$ cat src/rtl/serial_add_ctrl.sv
`default_nettype none
// ============================================================================
// Module   : serial_add_ctrl
// Purpose  : Control FSM for a bit-serial adder. It accepts an operand pair,
//            drives an external shift-register/full-adder datapath for WIDTH
//            cycles, assembles the LSB-first sum stream and presents the
//            result with a valid/ready handshake.
// Ports    : clk, rst                   - clock, async active-high reset
//            in_valid/in_ready, in_a/in_b - operand request handshake
//            out_valid/out_ready          - result handshake
//            out_sum, out_cout            - assembled sum and final carry
//            busy                         - controller not idle
//            dp_load/dp_data_a/dp_data_b  - parallel load of operand shifters
//            dp_enable, dp_clr            - shift/carry enable, carry clear
//            dp_sum, dp_carry             - datapath full-adder outputs
// Revision : 1.0 - initial release
// ============================================================================
module serial_add_ctrl #(
  parameter int WIDTH = 8  // operand width and number of shift cycles (2..32)
) (
  input  logic             clk,
  input  logic             rst,
  input  logic             in_valid,
  output logic             in_ready,
  input  logic [WIDTH-1:0] in_a,
  input  logic [WIDTH-1:0] in_b,
  output logic             out_valid,
  input  logic             out_ready,
  output logic [WIDTH-1:0] out_sum,
  output logic             out_cout,
  output logic             busy,
  output logic             dp_load,
  output logic [WIDTH-1:0] dp_data_a,
  output logic [WIDTH-1:0] dp_data_b,
  output logic             dp_enable,
  output logic             dp_clr,
  input  logic             dp_sum,
  input  logic             dp_carry
);

  localparam int CW = $clog2(WIDTH);

  localparam logic [1:0] C_IDLE  = 2'd0;
  localparam logic [1:0] C_LOAD  = 2'd1;
  localparam logic [1:0] C_SHIFT = 2'd2;
  localparam logic [1:0] C_DONE  = 2'd3;

  localparam logic [CW-1:0] C_LAST = CW'(WIDTH - 1);
  localparam logic [CW-1:0] C_ONE  = CW'(1);

  logic [1:0]       r_state;
  logic [1:0]       w_next;
  logic [CW-1:0]    r_cnt;
  logic [WIDTH-1:0] r_op_a;
  logic [WIDTH-1:0] r_op_b;
  logic [WIDTH-1:0] r_result;
  logic             r_cout;
  logic             w_accept;
  logic             w_last;

  assign w_accept = (r_state == C_IDLE) && in_valid;
  assign w_last   = (r_state == C_SHIFT) && (r_cnt == C_LAST);

  // State register
  always_ff @(posedge clk or posedge rst) begin
    if (rst) begin
      r_state <= C_IDLE;
    end else begin
      r_state <= w_next;
    end
  end

  // Next-state logic
  always_comb begin
    w_next = r_state;
    case (r_state)
      C_IDLE:  if (in_valid)  w_next = C_LOAD;
      C_LOAD:                 w_next = C_SHIFT;
      C_SHIFT: if (w_last)    w_next = C_DONE;
      C_DONE:  if (out_ready) w_next = C_IDLE;
      default:                w_next = C_IDLE;
    endcase
  end

  // Output decode: everything below depends on the state register only
  // (in_ready additionally masks the reset so it reads 0 during reset).
  always_comb begin
    in_ready  = 1'b0;
    out_valid = 1'b0;
    busy      = 1'b1;
    dp_load   = 1'b0;
    dp_clr    = 1'b0;
    dp_enable = 1'b0;
    case (r_state)
      C_IDLE: begin
        in_ready = ~rst;
        busy     = 1'b0;
      end
      C_LOAD: begin
        dp_load = 1'b1;
        dp_clr  = 1'b1;   // clears the datapath carry so nothing leaks across ops
      end
      C_SHIFT: dp_enable = 1'b1;
      C_DONE:  out_valid = 1'b1;
      default: busy      = 1'b1;
    endcase
  end

  // Operand capture, result assembly and bit counter
  always_ff @(posedge clk or posedge rst) begin
    if (rst) begin
      r_op_a   <= '0;
      r_op_b   <= '0;
      r_result <= '0;
      r_cout   <= 1'b0;
      r_cnt    <= '0;
    end else begin
      if (w_accept) begin
        r_op_a <= in_a;
        r_op_b <= in_b;
      end
      if (r_state == C_LOAD) begin
        r_cnt <= '0;
      end
      if (r_state == C_SHIFT) begin
        // Sum bits arrive LSB first, so shift them in from the top.
        r_result <= {dp_sum, r_result[WIDTH-1:1]};
        if (w_last) begin
          r_cout <= dp_carry;
          r_cnt  <= '0;
        end else begin
          r_cnt <= r_cnt + C_ONE;
        end
      end
    end
  end

  assign dp_data_a = r_op_a;
  assign dp_data_b = r_op_b;
  assign out_sum   = r_result;
  assign out_cout  = r_cout;

endmodule
`default_nettype wire

$ cat config.mk
export PLATFORM = sky130hd
export DESIGN_NAME = serial_add_ctrl
export DESIGN_NICKNAME = d
export VERILOG_FILES = /design/src/rtl/serial_add_ctrl.sv
export SDC_FILE = /design/constraint.sdc
export NUM_CORES = 1
export LEC_CHECK = 0
export ABC_CLOCK_PERIOD_IN_PS = 3780
export CORE_MARGIN = 1
export CORE_UTILIZATION = 29
export CTS_CLUSTER_SIZE = 20
export DETAILED_ROUTE_END_ITERATION = 10
export MAX_ROUTING_LAYER = met4
export PLACE_DENSITY_LB_ADDON = 0.12
export SKIP_LAST_GASP = 1
export SYNTH_ARGS = -nofsm -noshare
export SYNTH_HDL_FRONTEND = slang
export SYNTH_SLANG_ARGS = --single-unit
$ cat constraint.sdc
create_clock -name clk -period 3.78 [get_ports clk]
set_clock_uncertainty 0.1 [all_clocks]
set_input_delay 0.756 -clock clk [delete_from_list [all_inputs] [get_ports clk]]
set_output_delay 0.756 -clock clk [all_outputs]
set_load 0.1 [all_outputs]
## Word level (Yosys, flattened, before mapping)

Cells that the tools add are included.

| word-level totals | value |
|---|---|
| word-level logic and storage cells | 33 |
| output and inout port bits | 31 |
| register bits after elaboration | 30 |
| bits of input ports | 22 |

| cells by class | value |
|---|---|
| equal/unequal tests | 7 |
| bitwise logic cells | 1 |
| muxes and demuxes | 12 |
| add/subtract/negate cells | 1 |
| reductions and logical operators | 6 |

Operator list:

| cell | number |
|---|---|
| 3-bit two-way mux | 3 |
| 2-bit one-hot mux with 4 select lines | 1 |
| 2-bit two-way mux | 3 |
| 2-bit inequality test (second input constant) | 3 |
| 1-bit two-way mux | 5 |
| 2-bit == test (second input constant) | 2 |
| 3-bit by 1-bit adder with 3-bit output (second input constant) | 1 |
| 3-bit == test (second input constant) | 1 |
| 3-bit AND reduction | 1 |
| 2-bit by 1-bit == test with 1-bit output (second input constant) | 1 |
| 1-bit logical AND | 2 |
| 2-bit logical NOT | 1 |
| 2-bit AND reduction | 1 |
| 2-bit nonzero test | 1 |
| 1-bit NOT | 1 |

## Depth between registers and ports, before layout

| depth | value |
|---|---|
| word-level depth | 4 |
| depth in mapped cells | 5 |

## Worst setup path after synthesis

Ideal clock, no wire load.

| timing | value |
|---|---|
| path type | reg2out |
| from | register r_state[0] |
| to | output port in_ready |
| setup slack | 389 ps |
| cell stages (with the launch flop) | 5 |
| data arrival time | 2,535 ps |
| cells stage by stage | dfrtp_1 > inv_1 > ha_1 > inv_1 > nor2_1 |

| between the ends | value |
|---|---|
| cells in the longest elaborated chain, start to end | 2 |

RTL lines:

| what | RTL line | text |
|---|---|---|
| from (decl) | 51 | `logic [1:0] r_state;` |
| from (signal assigned) | 69 | `r_state <= w_next;` |
| 2-bit logical NOT | 94 | `case (r_state)` |
| 1-bit two-way mux | 94 |  |
| to (decl) | 24 | `output logic in_ready,` |

No other way between the ends.

## Worst setup path in the final report

| timing | value |
|---|---|
| from | register r_state[1] |
| to | output port out_valid |

| between the ends | value |
|---|---|
| cells in the longest elaborated chain, start to end | 2 |

RTL lines:

| what | RTL line | text |
|---|---|---|
| 2-bit == test | 94 |  |
| 1-bit two-way mux | 94 |  |
| to (decl) | 27 | `output logic out_valid,` |

No other way between the ends.

==> key figures <==
Placed design
  • Final GP Congestion: between 0.6 and 0.7
  • Placed cell area: 1870 sq um
  • IO Port Bufs: 52
  • Hpwl dp: between 1500 and 2000 um

Route
  • DRT Pass-1 Iters: 3
  • Routed len/inst: around 13 um
  • Post-Route WL: 2530 um
  • Post-route DRC: 0
  • ANT nets after route: 0
  • Vias/cell: ~4.4
  • Vias: 870
  • DRT iter0 DRCs: 10

Min path
  • Hold_sp: out_cout$_DFFE_PP0P_
  • HP Class: reg2reg

Synthesis
  • Post-synthesis sequential area ratio: between 50% and 60%
  • Post-synth EDFFs: 0
  • Asr flop ratio synth: 100%
  • Predominant post-synthesis flop cell: dfrtp_1
  • Synthesis-stage register bit count: 30
  • Yosys cell types: 17
  • Compound-Gate Fraction of Synth Area: under 10%
  • Top-count cell post-synth: dfrtp_1
  • Post-synthesis simple-gate area fraction: 3.80%
  • Syn Inst Count: 87
  • Share of the synthesized area in the top cell type: around 57%
  • Synth Area in XOR/XNOR: 0%
  • Synth Net Count: between 100 and 150
  • Largest area contributor in the netlist: dfrtp_1
  • Average size of a mapped cell: approximately 15 sq um
  • Adder-Cell Fraction of Synth Area: under 10%
  • Main combinational cell family by area after synthesis: multiplexers
  • Post-synth top cells: 30 x dfrtp_1, 16 x mux2_2, 10 x mux2_4
  • Ranking of synthesized cells by area: dfrtp_1 57%, mux2_2 14%, mux2_4 11%, ha_1 6.6%, inv_1 2.0%
  • Mapped cell area: 1320 sq um
  • Synth warn: 0
  • Mux contribution to synthesized area: 25.8%

Timing
  • Fmax: roughly 350 MHz
  • Setup-failing EPs final: 0
  • Final Hold Fails: 0
  • Slew headroom: between 30% and 40%
  • Tcrit/Tclk final: roughly 75%
  • Worst Tran Pin Value: approximately 1 ns
  • Number of max-slew violations in the final report: 0
  • Fin crit period: 2.82 ns
  • RSZ-0062 raised after global routing: false
  • Setup_tns: 0 ns

Final layout
  • Ant diodes: 0
  • Design Area, Final: 1940 sq um
  • Fill cells: roughly 400
  • Area Overhead vs Synth: 47.3%
  • Nets: roughly 170
  • Layout cells sized above 1: a little over a quarter
  • Fin util: between 40% and 50%

GRT
  • Global-route wire length before repair: ~4400 um
  • Largest net degree at the start of global routing: 31
  • Initial antenna violation count: 0
  • GRT Residual Overflow: 0
  • Vias in the first global route: around 970
  • GR Util All Layers: around an eighth

Critical path
  • Crit-path max FO: 4
  • WS Path Type: reg2out
  • Critical path cell sequence: ha_1 -> clkdlybuf4s50_1
  • Crit path from: r_state[1]$_DFFE_PP0P_
  • CP endpoint kind: output pin
  • Startpoint Class: flop
  • Critical Path Max Stage Delay: 1.13 ns
  • CP arrival: 1.97 ns
  • Reg2reg start: r_state[0]$_DFFE_PP0P_
  • CP max stage cell: clkdlybuf4s50_1
  • Worst EP required: between 2 and 3 ns

Floorplan
  • IO Pins: 53
  • Horiz. Die Dim: approximately 69 um
  • Rows: 24
  • Initial Util: 30.3%
  • Die H: 69.4 um
  • Area of the die: between 4000 and 5000 sq um
  • Placeable Area: roughly 4400 sq um

Clocking
  • Clk sinks: 30
  • Root buffer selected by CTS: clkbuf_8
  • CTS Hold Bufs: 0
  • Post-CTS Setup Inserts: 0
  • Post-cts sizing count: 0
  • CTS tree: done
  • Clock transition at path regs: roughly 0.06 ns
  • Deepest clock path buffer count: 2
  • Clk_lat worst skew: 0.27 ns
  • H-tree depth: 2
  • CTS buffer count: 5

Flow run
  • Max-Cap Viols: 0

Run status
  • Status: finished clean
-- path summary, 6_finish.rpt --
check | end | slack [ns] | depth (start not counted)
worst max-delay path | out_valid | 0.96 | 2
worst min-delay path | out_cout$_DFFE_PP0P_ | 0.41 | 1
worst max register to register | r_state[1]$_DFFE_PP0P_ | 1.83 | 5
worst min register to register | out_cout$_DFFE_PP0P_ | 0.41 | 1
max in group asynchronous | dp_data_b[3]$_DFFE_PP0P_ | 2.50 | 3
min in group asynchronous | r_cnt[2]$_DFFE_PP0P_ | 0.81 | 3
-- sequential cells by signal, summed over array words and instances (netlist names) --
name       flops
dp_data_a      8
dp_data_b      8
out_cout       1
out_sum        8
r_cnt          3
r_state        2
-- placed cells by master (no fill, tap or decap), drive strengths merged --
cell           count
clkdlybuf4s50     47
dfrtp             30
mux2              26
inv                7
ha                 7
clkbuf             7
buf                6
nand2b             3
nand2              3
o21ai              2
nor2               2
o22ai              1
nand3              1
o221ai             1
mux2i              1
-- cells by family (layout without fill, tap and decap cells) --
logic type	Yosys count	count (layout)
flip-flops	30	30
multiplexers	27	27
adder cells (fa/ha/maj)	7	7
AO/OA/AOI/OAI	4	4
buffers and inverters	10	67
AND/OR/NAND/NOR	9	9
-- cell type report --
type	instances	area [sq um]	area share (%)
sequential	30	751	38.6
timing repair buffer	53	515	26.5
multi-input combinational	47	509	26.2
clock buffer	7	76.3	3.93
tap	52	65.1	3.35
inverter	7	26.3	1.35
-- stage by stage --
| step | instances | setup slack [ns] | hold slack [ns] |
|---|---|---|---|
| 5_1_grt | 196 | 0.879 | 0.429 |
| 3_5_place_dp | 189 | 1.24 | 0.393 |
| 3_3_place_gp | 189 | 1.26 | 0.390 |
| 2_1_floorplan | 87 | 0.389 | 0.376 |
| 6_report | 196 | 0.957 | 0.406 |
| 4_1_cts | 196 | 0.936 | 0.411 |
-- critical path, delay by kind of cell, from the launching register on --
kind                     cells  cell delay, ns
flip-flops                   1            0.38
adder cells (fa/ha/maj)      1            0.18
buffers and inverters        1            1.13
-- routing by layer --
metal	vias up	part of all wire (%)	global-route usage (%)
li1	408	-	-
met1	429	45	14.2
met2	26	49	18.7
met3	7	5.0	3.92
met4	0	1.9	6.12
met5	-	0	-
Power is not shown: default switching activity piles up to over one toggle a cycle in this logic, so the estimate is an artifact.
==> variant, RTL diff (config.mk and constraints unchanged) <==
Set the parameter `WIDTH` to 32 (it was 8).
--- a/src/rtl/serial_add_ctrl.sv
+++ b/src/rtl/serial_add_ctrl.sv
@@ -17,5 +17,5 @@
 // ============================================================================
 module serial_add_ctrl #(
-  parameter int WIDTH = 8  // operand width and number of shift cycles (2..32)
+  parameter int WIDTH = 32  // operand width and number of shift cycles (2..32)
 ) (
   input  logic             clk,
Interface: changed (5 resized); port bits go from 53 to 173. No check against the original RTL was run, so the function may have changed too.
==> variant against the original RTL <==
- sequential cell count up 74
- area after synthesis grew to 3.1 times the old value
- fmax grew 3.0%
- first-iteration DRC count rose to 8.5 times the old value
- routed wire length grew to 3.4 times the old value
- setup slack improved by 0.083 ns
- cell area grew to 3.2 times the old value
Power is left out: the tool's default activity adds up to more than one toggle a clock period on the data nets, which glitch-free logic cannot reach.
==> variant: results (changes against the original RTL) <==
Status:
- Result of the run: finished clean (unchanged).

Synth:
- The distinct cell type count of the synthesized netlist is 21 (was 17).
- The share of synthesized area occupied by flip-flops and latches was 63.78% (was 56.93%).
- The proportion of synthesized flip-flops having asynchronous set or reset was 100.0% (unchanged).
- The net count after synthesis is 328 (was 116).
- The number of warnings issued by yosys was 0 (unchanged).
- Synth top area cells: dfrtp_1 (64%), mux2_2 (27%), ha_1 (2.1%), clkbuf_8 (2.0%), mux2i_1 (0.74%) (was dfrtp_1 (57%), mux2_2 (14%), mux2_4 (11%), ha_1 (6.6%), inv_1 (2.0%)).
- Synth top cells by count: dfrtp_1 (104), mux2_2 (97), inv_1 (8) (was dfrtp_1 (30), mux2_2 (16), mux2_4 (10)).
- The dominant cell type by area after synthesis is dfrtp_1 (unchanged).

Detailed routing:
- The post-detailed-route wirelength per cell was 14.30 µm (was 12.89 µm).
- The via count is 2593 (was 870).
- The detailed router's first-iteration violation count came to 85 (was 10).
- The number of iterations in the first detailed-routing pass came to 4 (was 3).

Setup path:
- The maximum fanout count along the critical path is 3 (was 4).
- The worst endpoint data arrival time is 1.88 ns (was 1.97 ns).
- The reg-to-reg critical path endpoint is r_state[1] (unchanged).
- The startpoint of the lowest-slack register-to-register path is r_state[0] (unchanged).
- The worst-case register-to-register setup slack is 1.77 ns (was 1.83 ns).
- The critical path's largest stage delay is 1.17 ns (was 1.13 ns).
- The number of cells on the worst reg-to-reg path is 6 (was 5).
- The family of cells with the greatest summed delay on the critical path is buffers and inverters (unchanged).
- The slowest stage cell on the critical path is clkdlybuf4s50_1 (unchanged).

CTS:
- The clock root buffer master is clkbuf_16 (was clkbuf_8).
- The maximum clock insertion buffer count is 2 (unchanged).
- The clock latency on the worst-skew pair was 0.34 ns (was 0.27 ns).
- The maximum level of the CTS H-tree is 3 (was 2).
- After clock tree synthesis, the clock-pin slew on the worst setup and hold paths is roughly 0.070 ns.
- The quantity of gates resized following cts is 0 (unchanged).
- The number of clock buffers inserted by TritonCTS is 9 (was 5).

Global routing:
- The global-route wire length before repair was 13.56 mm (was 4.443 mm).
- The initial antenna violation count is 0 (unchanged).
- The overall fraction of global-route tracks in use is 12.64% (was 12.13%).
- The via count of the first global-routing pass is 2726 (was 965).
- The pin count of the biggest net entering global routing is 65 (was 31).

Placed design:
- The number of input and output port buffers inserted came to 172 (was 52).
- The post-DP HPWL is 6.084 mm (was 1.812 mm).
- The final weighted congestion of routability-driven global placement was 0.6573 (was 0.6970).

Worst hold path:
- The capture endpoint of the worst hold path is dp_data_a[20] (was out_cout).
- The critical hold path startpoint is dp_data_a[20] (was out_cout).
- The count of cells along the worst hold path is 1 (unchanged).
- The type of the worst min-delay path is flop to flop (unchanged).

Timing:
- The total count of max-transition violations in the final report is 0 (unchanged).
- The slew at the pin with the worst max-slew slack came to 1.026 ns (was 0.9830 ns).

Final layout:
- The number of antenna repair diodes is 0 (unchanged).
- The count of nets after finishing is 503 (was 173).
- The ratio of cells with drive above 1 in the final layout is 29.23% (was 27.08%).
==> variant: routing by layer <==
layer	vias to the layer above	share of wire [%]	global-route usage, %
met1	1273	43	15.21
met2	90	47	19.15
met5	-	0	-
met3	9	7.6	3.962
met4	0	1.7	6.250
li1	1221	-	-
==> variant: worst max-delay path by stage <==
stage | startpoint | end | slack (ns)
floorplan | rst | dp_data_a[0] | 0.19
global placement | rst | in_ready | 1.30
detailed placement | rst | in_ready | 1.30
CTS | out_sum[23] | out_sum[23] | 1.02
global route | out_sum[23] | out_sum[23] | 0.96
finish | out_sum[27] | out_sum[27] | 1.04
==> variant: area by class of cell <==
type	instances	area (µm²)
tap	176	220.2
fill	1198	7259
clock inverter	3	25.02
timing repair buffer	176	1762
multi-input combinational	127	1334
inverter	8	32.53
sequential	104	2603
clock buffer	13	270.3
==> variant: stage by stage <==
| stage | utilization [%] | hold slack (ns) | std cells | instance area [µm²] | worst slack [ns] |
|---|---|---|---|---|---|
| global route | 46.25 | 0.4125 | 607 | 6246 | 0.9646 |
| CTS | 46.25 | 0.4077 | 607 | 6246 | 1.017 |
| detailed placement | 44.06 | 0.3917 | 591 | 5951 | 1.302 |
| floorplan | - | 0.3786 | 251 | 4080 | 0.1918 |
| global placement | 44.06 | 0.3854 | 591 | 5951 | 1.295 |
| finish | 46.25 | 0.4044 | 607 | 6246 | 1.040 |
==> variant: logic make-up after synthesis <==
family | Yosys count | share of synthesized area (%)
DFF | 104 | 63.78
and+or+nand+nor | 13 | 1.656
AOI/OAI and AO/OA | 6 | 1.012
adders and majority gates | 7 | 2.146
buffers and inverters | 20 | 3.527
muxes | 101 | 27.87
